**src/rtl/register_bank.sv**
```systemverilog
// ---------------------------------------------------------------------------
// register_bank
//   A bank of N = 2*PAIRS byte registers, also addressable as 16-bit-style
//   pairs {reg[2p], reg[2p+1]} (even index = high byte).
//   - Two combinational byte read ports plus one pair read port.
//   - One byte write, one pair write and one pair increment/decrement per
//     cycle. When several of them hit the same byte, the byte write wins,
//     then the pair write, then the step.
//   - The flag register only stores the bits set in FLAG_MASK.
//   - An out-of-range address reads as zero. A write or step to such an
//     address does nothing.
//
// Ports
//   i_Clk          system clock, rising edge
//   i_Reset_n      asynchronous active-low reset
//   i_Enable       update gate; when 0 every register holds
//   i_RdAddrA/B    byte read addresses       -> o_RdDataA/B
//   i_RdPair       pair read address         -> o_RdPairData
//   i_WrByte       byte write strobe, with i_WrAddr / i_WrData
//   i_WrPair       pair write strobe, with i_WrPairAddr / i_WrPairData
//   i_IncDec       pair step: 01 increment, 10 decrement, 00/11 no-op
//   i_IncDecPair   pair targeted by the step
// ---------------------------------------------------------------------------
module register_bank #(
    parameter int               WIDTH     = 8,
    parameter int               PAIRS     = 4,
    parameter logic [WIDTH-1:0] INITIAL   = '0,
    parameter int               FLAG_REG  = 7,
    parameter logic [WIDTH-1:0] FLAG_MASK = 8'hF0,
    localparam int              N         = 2 * PAIRS,
    localparam int              AW        = (N > 2) ? $clog2(N) : 1,
    localparam int              PW        = (PAIRS > 2) ? $clog2(PAIRS) : 1
) (
    input  logic                 i_Clk,
    input  logic                 i_Reset_n,
    input  logic                 i_Enable,
    input  logic [AW-1:0]        i_RdAddrA,
    input  logic [AW-1:0]        i_RdAddrB,
    output logic [WIDTH-1:0]     o_RdDataA,
    output logic [WIDTH-1:0]     o_RdDataB,
    input  logic [PW-1:0]        i_RdPair,
    output logic [2*WIDTH-1:0]   o_RdPairData,
    input  logic                 i_WrByte,
    input  logic [AW-1:0]        i_WrAddr,
    input  logic [WIDTH-1:0]     i_WrData,
    input  logic                 i_WrPair,
    input  logic [PW-1:0]        i_WrPairAddr,
    input  logic [2*WIDTH-1:0]   i_WrPairData,
    input  logic [1:0]           i_IncDec,
    input  logic [PW-1:0]        i_IncDecPair
);

    localparam logic [2*WIDTH-1:0] ONE = 1;

    logic [N-1:0][WIDTH-1:0]           w_regs;
    logic [PAIRS-1:0]                  w_pair_hit;
    logic [PAIRS-1:0]                  w_step_hit;
    logic [PAIRS-1:0][2*WIDTH-1:0]     w_step_val;

    // Read tables are padded to the full address space so any address
    // decodes directly; the padding entries are constant zero.
    logic [(1<<AW)-1:0][WIDTH-1:0]     w_rd_bytes;
    logic [(1<<PW)-1:0][2*WIDTH-1:0]   w_rd_pairs;

    genvar gi;

    // Per-pair decode and step arithmetic. The step is computed on the full
    // stored pair. A byte overridden by a higher-priority write therefore
    // still passes its carry or borrow to the other byte.
    for (gi = 0; gi < PAIRS; gi++) begin : g_pair
        logic [2*WIDTH-1:0] w_pair_cur;

        assign w_pair_cur     = {w_regs[2*gi], w_regs[2*gi+1]};
        assign w_step_val[gi] = (i_IncDec == 2'b01) ? (w_pair_cur + ONE)
                                                    : (w_pair_cur - ONE);
        assign w_step_hit[gi] = (i_IncDec[0] ^ i_IncDec[1])
                              && (i_IncDecPair == PW'(gi));
        assign w_pair_hit[gi] = i_WrPair && (i_WrPairAddr == PW'(gi));
    end

    // One register per byte, each with its own priority chain.
    for (gi = 0; gi < N; gi++) begin : g_byte
        localparam int               P    = gi / 2;
        localparam int               LSB  = ((gi % 2) == 0) ? WIDTH : 0;
        localparam logic [WIDTH-1:0] MASK = (gi == FLAG_REG) ? FLAG_MASK : '1;
        localparam logic [WIDTH-1:0] RST  = INITIAL & MASK;

        logic             r_byte;
        logic [WIDTH-1:0] r_value;
        logic             w_byte_hit;

        assign w_byte_hit = i_WrByte && (i_WrAddr == AW'(gi));

        always_ff @(posedge i_Clk or negedge i_Reset_n) begin
            if (!i_Reset_n) begin
                r_value <= RST;
            end else if (i_Enable) begin
                if (w_byte_hit)
                    r_value <= i_WrData & MASK;
                else if (w_pair_hit[P])
                    r_value <= i_WrPairData[LSB +: WIDTH] & MASK;
                else if (w_step_hit[P])
                    r_value <= w_step_val[P][LSB +: WIDTH] & MASK;
            end
        end

        // r_byte is not used; it is tied off so that no flop is inferred.
        assign r_byte     = 1'b0;
        assign w_regs[gi] = r_value;
    end

    for (gi = 0; gi < (1 << AW); gi++) begin : g_rd_byte
        if (gi < N) begin : g_used
            assign w_rd_bytes[gi] = w_regs[gi];
        end else begin : g_pad
            assign w_rd_bytes[gi] = '0;
        end
    end

    for (gi = 0; gi < (1 << PW); gi++) begin : g_rd_pair
        if (gi < PAIRS) begin : g_used
            assign w_rd_pairs[gi] = {w_regs[2*gi], w_regs[2*gi+1]};
        end else begin : g_pad
            assign w_rd_pairs[gi] = '0;
        end
    end

    assign o_RdDataA    = w_rd_bytes[i_RdAddrA];
    assign o_RdDataB    = w_rd_bytes[i_RdAddrB];
    assign o_RdPairData = w_rd_pairs[i_RdPair];

endmodule

```
**config.mk**
```make
export PLATFORM = sky130hd
export DESIGN_NAME = register_bank
export DESIGN_NICKNAME = d
export VERILOG_FILES = /design/src/rtl/register_bank.sv
export SDC_FILE = /design/constraint.sdc
export NUM_CORES = 1
export LEC_CHECK = 0
export ABC_CLOCK_PERIOD_IN_PS = 3400
export CAP_MARGIN = 40
export CORE_MARGIN = 2
export CORE_UTILIZATION = 35
export CTS_CLUSTER_DIAMETER = 40
export DETAILED_ROUTE_END_ITERATION = 10
export PLACE_DENSITY = 0.6
export SYNTH_ARGS = -nofsm -noshare
export SYNTH_HDL_FRONTEND = slang
export SYNTH_SLANG_ARGS = --single-unit
```
**constraint.sdc**
```tcl
create_clock -name i_Clk -period 3.4 [get_ports i_Clk]
set_input_delay 0.85 -clock i_Clk [delete_from_list [all_inputs] [get_ports i_Clk]]
set_output_delay 0.85 -clock i_Clk [all_outputs]
set_load 0.1 [all_outputs]
```
Word-level counts from Yosys, hierarchy flattened
Index checks and enable logic that the tools add are counted.
{"block": "totals", "register_bits": 64, "output_inout_bits": 32, "word_cells": 103, "in_bits": 46}
{"block": "op_classes", "n_bitwise": 1, "eq_ne": 14, "order_cmp": 3, "addsub": 8, "muxes": 34, "reduce_logical": 35}
{"operator": "8-bit 2-to-1 mux", "count": 26}
{"operator": "16-bit 2-to-1 mux", "count": 5}
{"operator": "16-bit by 1-bit adder with 16-bit output, second input constant", "count": 4}
{"operator": "16-bit by 1-bit subtractor with 16-bit output, second input constant", "count": 4}
{"operator": "8-bit binary-select mux with 3-bit select", "count": 2}
{"operator": "16-bit binary-select mux with 2-bit select", "count": 1}
{"operator": "3-bit nonzero test", "count": 8}
{"operator": "1-bit logical AND", "count": 16}
{"operator": "2-bit AND reduction", "count": 8}
{"operator": "3-bit == test, second input constant", "count": 4}
{"operator": "2-bit == test, second input constant", "count": 4}
{"operator": "3-bit by 4-bit < comparator with 1-bit output, second input constant", "count": 2}
{"operator": "2-bit by 1-bit == test with 1-bit output, second input constant", "count": 3}
{"operator": "3-bit by 2-bit == test with 1-bit output, second input constant", "count": 2}
{"operator": "2-bit zero test", "count": 2}
{"operator": "3-bit by 1-bit == test with 1-bit output, second input constant", "count": 1}
{"operator": "3-bit zero test", "count": 1}
{"operator": "2-bit by 3-bit < comparator with 1-bit output, second input constant", "count": 1}
{"operator": "1-bit XOR", "count": 1}

Longest topological paths before layout
{"block": "depth", "word_depth": 5, "ltp_mapped": 12, "ltp_nobuf": 12}

Worst setup path after synthesis
Ideal clock, no wire load.
{"block": "synth_timing", "kind": "input port to output port", "from": "in i_RdPair[0]", "to": "out o_RdPairData[0]", "setup_slack_ns": -0.904, "t_required_ns": 2.550, "t_arrival_ns": 3.454, "path_buffers": 2, "path_stages": 3, "cell_sequence": "buf_2 buf_1 o21ai_0"}
{"block": "synth_via", "elab_chain_cells": 2}
{"item": "start, declared", "line_no": "41", "source": "input logic [PW-1:0] i_RdPair,"}
{"item": "16-bit binary-select mux with 2-bit select", "line_no": "130", "source": "assign o_RdPairData = w_rd_pairs[i_RdPair];"}
{"item": "16-bit 2-to-1 mux (not written as such)", "line_no": "130"}
{"item": "end, declared", "line_no": "42", "source": "output logic [2*WIDTH-1:0] o_RdPairData,"}
Every way passes these cells. The select of a mux whose other input is x is not followed.

Worst setup path after layout
{"block": "layout_timing", "from": "in i_RdAddrA[1]", "to": "out o_RdDataA[3]"}
{"block": "layout_via", "elab_chain_cells": 2}
{"item": "start, declared", "line_no": "37", "source": "input logic [AW-1:0] i_RdAddrA,"}
{"item": "8-bit binary-select mux with 3-bit select", "line_no": "128", "source": "assign o_RdDataA = w_rd_bytes[i_RdAddrA];"}
{"item": "8-bit 2-to-1 mux (not written as such)", "line_no": "128"}
{"item": "end, declared", "line_no": "39", "source": "output logic [WIDTH-1:0] o_RdDataA,"}
Every way passes these cells. The select of a mux whose other input is x is not followed.

==> results.md <==
• run status: finished, final reports clean
• detailed placer's ending HPWL: 23.4 mm
• post-synthesis instance area: 7410 sq um
• primary flip-flop cell chosen by synthesis mapping: dfrtp_1
• Gate Count Post-Synth: 887
• PD cells: 1020 nW/um^2
• Top reg by flops: g_byte.r_value
• nets in the synthesized netlist: 999
• CP Capture Type: output port
• Yosys top cell area share: 20.3%
• total overflow reported by the global router: 0
• insertion delay of the later-clocked pin in the worst-skew pair: 0.36 ns
• cell row count: 53
• largest registers: g_byte.r_value: 60 flops
• all-layer global routing usage: 27.9%
• yosys synthesis warning count: 0
• startpoint class of the critical path: input pin
• crit path max fanout: 7
• area added between synthesis and finish: 40.0%
• time the final worst path needs with I/O delays and setup: 3.32 ns
• Register-to-Register Setup Slack: 0.70 ns
• initial core utilization: 35.5%
• clock slew at the register clock pins of the worst setup and hold paths: 0.06 ns
• number of max-cap violations: 0
• Die ar.: 22400 sq um
• vias: 8182
• Final nets: 1198
• sinks on the clock net: 60
• setup repair after global routing missed its margin: no
• iteration-0 DRC count of the detailed router: 907
• final clock period utilization by the worst path: 97.6%
• largest area contributor in the synthesized netlist: dfrtp_1
• CP peak stage delay: 0.48 ns
• iteration count of the initial detailed-routing pass: 6
• number of levels in the clock H-tree: 3
• average vias per placed instance: 5.99
• worst-case headroom to the max-slew limit: 44.8%
• worst hold path class: input pin to async pin
• most frequent standard cell in the layout excluding fill and tap cells: buf_4
• placeable core region: 20900 sq um
• leakage power: 4.47 nW
• Setup Viol. Count Final: 0
• Max Transition Viols Final: 0
• first-pass GRT wire length: 46.6 mm
• family with the most delay on the worst path: buffers and inverters
• die height: 150 um
• cts bufs inserted: 9
• mean instance size in the synthesized netlist: 8.36 sq um
• EDFF count, synth: 0
• Worst VDD drop: 0.362 mV
• total of flip-flops plus latches after synthesis: 60
• worst slew pin tran: 0.825 ns
• pin count of the biggest net entering global routing: 32
• critical path required time: 2.55 ns
• share of layout cells above drive strength 1: 26.7%
• total cell area at the placement stage: 9950 sq um
• worst clock skew on the final layout: 0.00996 ns
• antenna violations before repair: 0
• number of nets with antenna violations after routing: 0
• number of DRC violations after detailed routing: 0
• Die X-Extent: 150 um
• commonest non-fill, non-tap cells in the layout: buf_4 (143), nand2_1 (116), o21ai_0 (95), a21oi_1 (77)
• asr flop ratio synth: 100%
• area of all placed cells without fillers: 10400 sq um
• library cells used by synthesis: 70
• CP cell instances: dlygate4sd2_1 -> bufbuf_16 -> mux4_2 -> mux2_2 -> buf_12
• Power Total: 0.0106 W
• number of global-route vias before repair: 8111
• Hold Vio Cnt, Final: 0
• largest cells by area after synthesis: dfrtp_1 (20%), ha_1 (10%), mux4_2 (10%)
• detailed-route wire length: 30.6 mm
• quantity of I/O buffers inserted on ports: 77
• flip-flop count of the largest register, all copies and words added: 60
• Setup Crit Path Kind: input pin to output port
• routed len/inst: 22.4 um
• Max Clock Freq: 301 MHz
• Critical-path top delay cell: mux4_2
• CP Data Arrival Time: 2.47 ns
• antenna diode count: 0
• buffering stage count on the worst path with inverters included: 3
• num ports: 78
• global placement routability congestion: 0.992
• CTS Buffer Depth: 2
• CTS tree: built
• register area share after synthesis: 20.3%
• clock tree root buffer cell: clkbuf_16
metal layers:
metal  vias to the layer above  wire length, um  global-route usage [%]
met5                         -                0                       0
met4                         0             2160                    18.4
met3                       138             3020                    7.44
met2                       426            13400                    42.4
met1                      3850            12000                    34.8
li1                       3768                -                       -
where the power goes:
| part | leakage (nW) | internal [W] | switching (W) |
|---|---|---|---|
| Combinational | 3.60 | 0.00364 | 0.00422 |
| Sequential | 0.727 | 0.00104 | 0.000750 |
| Clock | 0.137 | 0.000562 | 0.000374 |
synthesized netlist by cell type, types with 18 or more instances:
master	number
dfrtp_1	60
xor2_1	27
nand2_1	116
mux4_2	34
o21ai_0	100
a31oi_1	20
a21oi_1	77
inv_1	18
nor2_1	56
o211ai_1	28
clkbuf_1	24
a21o_1	18
ha_1	62
xnor2_1	20
cells by family after synthesis:
group,after synthesis,synth area share (%)
AOI/OAI and AO/OA,326,27.5
xor gates and xnor gates,47,5.55
adders and majority gates,66,11.5
buffers and inverters,64,3.73
DFF,60,20.3
muxes,68,15.6
and+or+nand+nor,256,15.8
per-stage QoR:
step	util (%)	cells	setup WS, ns	hold slack, ns	TNS (ns)
6_report	49.7	1366	0.0820	0.580	0
5_1_grt	49.7	1366	0.0122	0.606	0
4_1_cts	49.4	1364	0.0310	0.582	0
3_5_place_dp	47.7	1344	-0.452	0.570	-11.55
3_3_place_gp	47.7	1344	-0.433	0.553	-10.84
2_1_floorplan	-	887	-0.487	0.496	-10.06
layout make-up:
type	instances	area [sq um]
multi-input combinational	763	5690
clock inverter	7	67.6
timing repair buffer	234	2460
inverter	18	83.8
fill	1953	10500
clock buffer	9	225
sequential	60	1500
tap	275	344
what timing repair did:
item / 4_1_cts / 5_1_grt
pin swaps: 0 / 6
gates cloned: 2 / 1
setup endpoints to repair: 29 / 24
resized for setup: 3 / 11
buffers inserted: 2 / 1
hold buffers: 0 / 0
hold endpoints to repair: 0 / 0
path summary, 6_finish.rpt:
path	depth (start not counted)	startpoint	to
setup / recovery	5	i_RdAddrA[1]	o_RdDataA[3]
max in group asynchronous	2	i_Reset_n	g_byte[5].r_value[6]
hold / removal	1	i_Reset_n	g_byte[2].r_value[5]
min in group i_Clk	1	g_byte[0].r_value[2]	g_byte[0].r_value[2]
hold reg to reg	1	g_byte[0].r_value[2]	g_byte[0].r_value[2]
setup reg to reg	10	g_byte[3].r_value[0]	g_byte[2].r_value[4]
(Power assumes the default switching activity.)
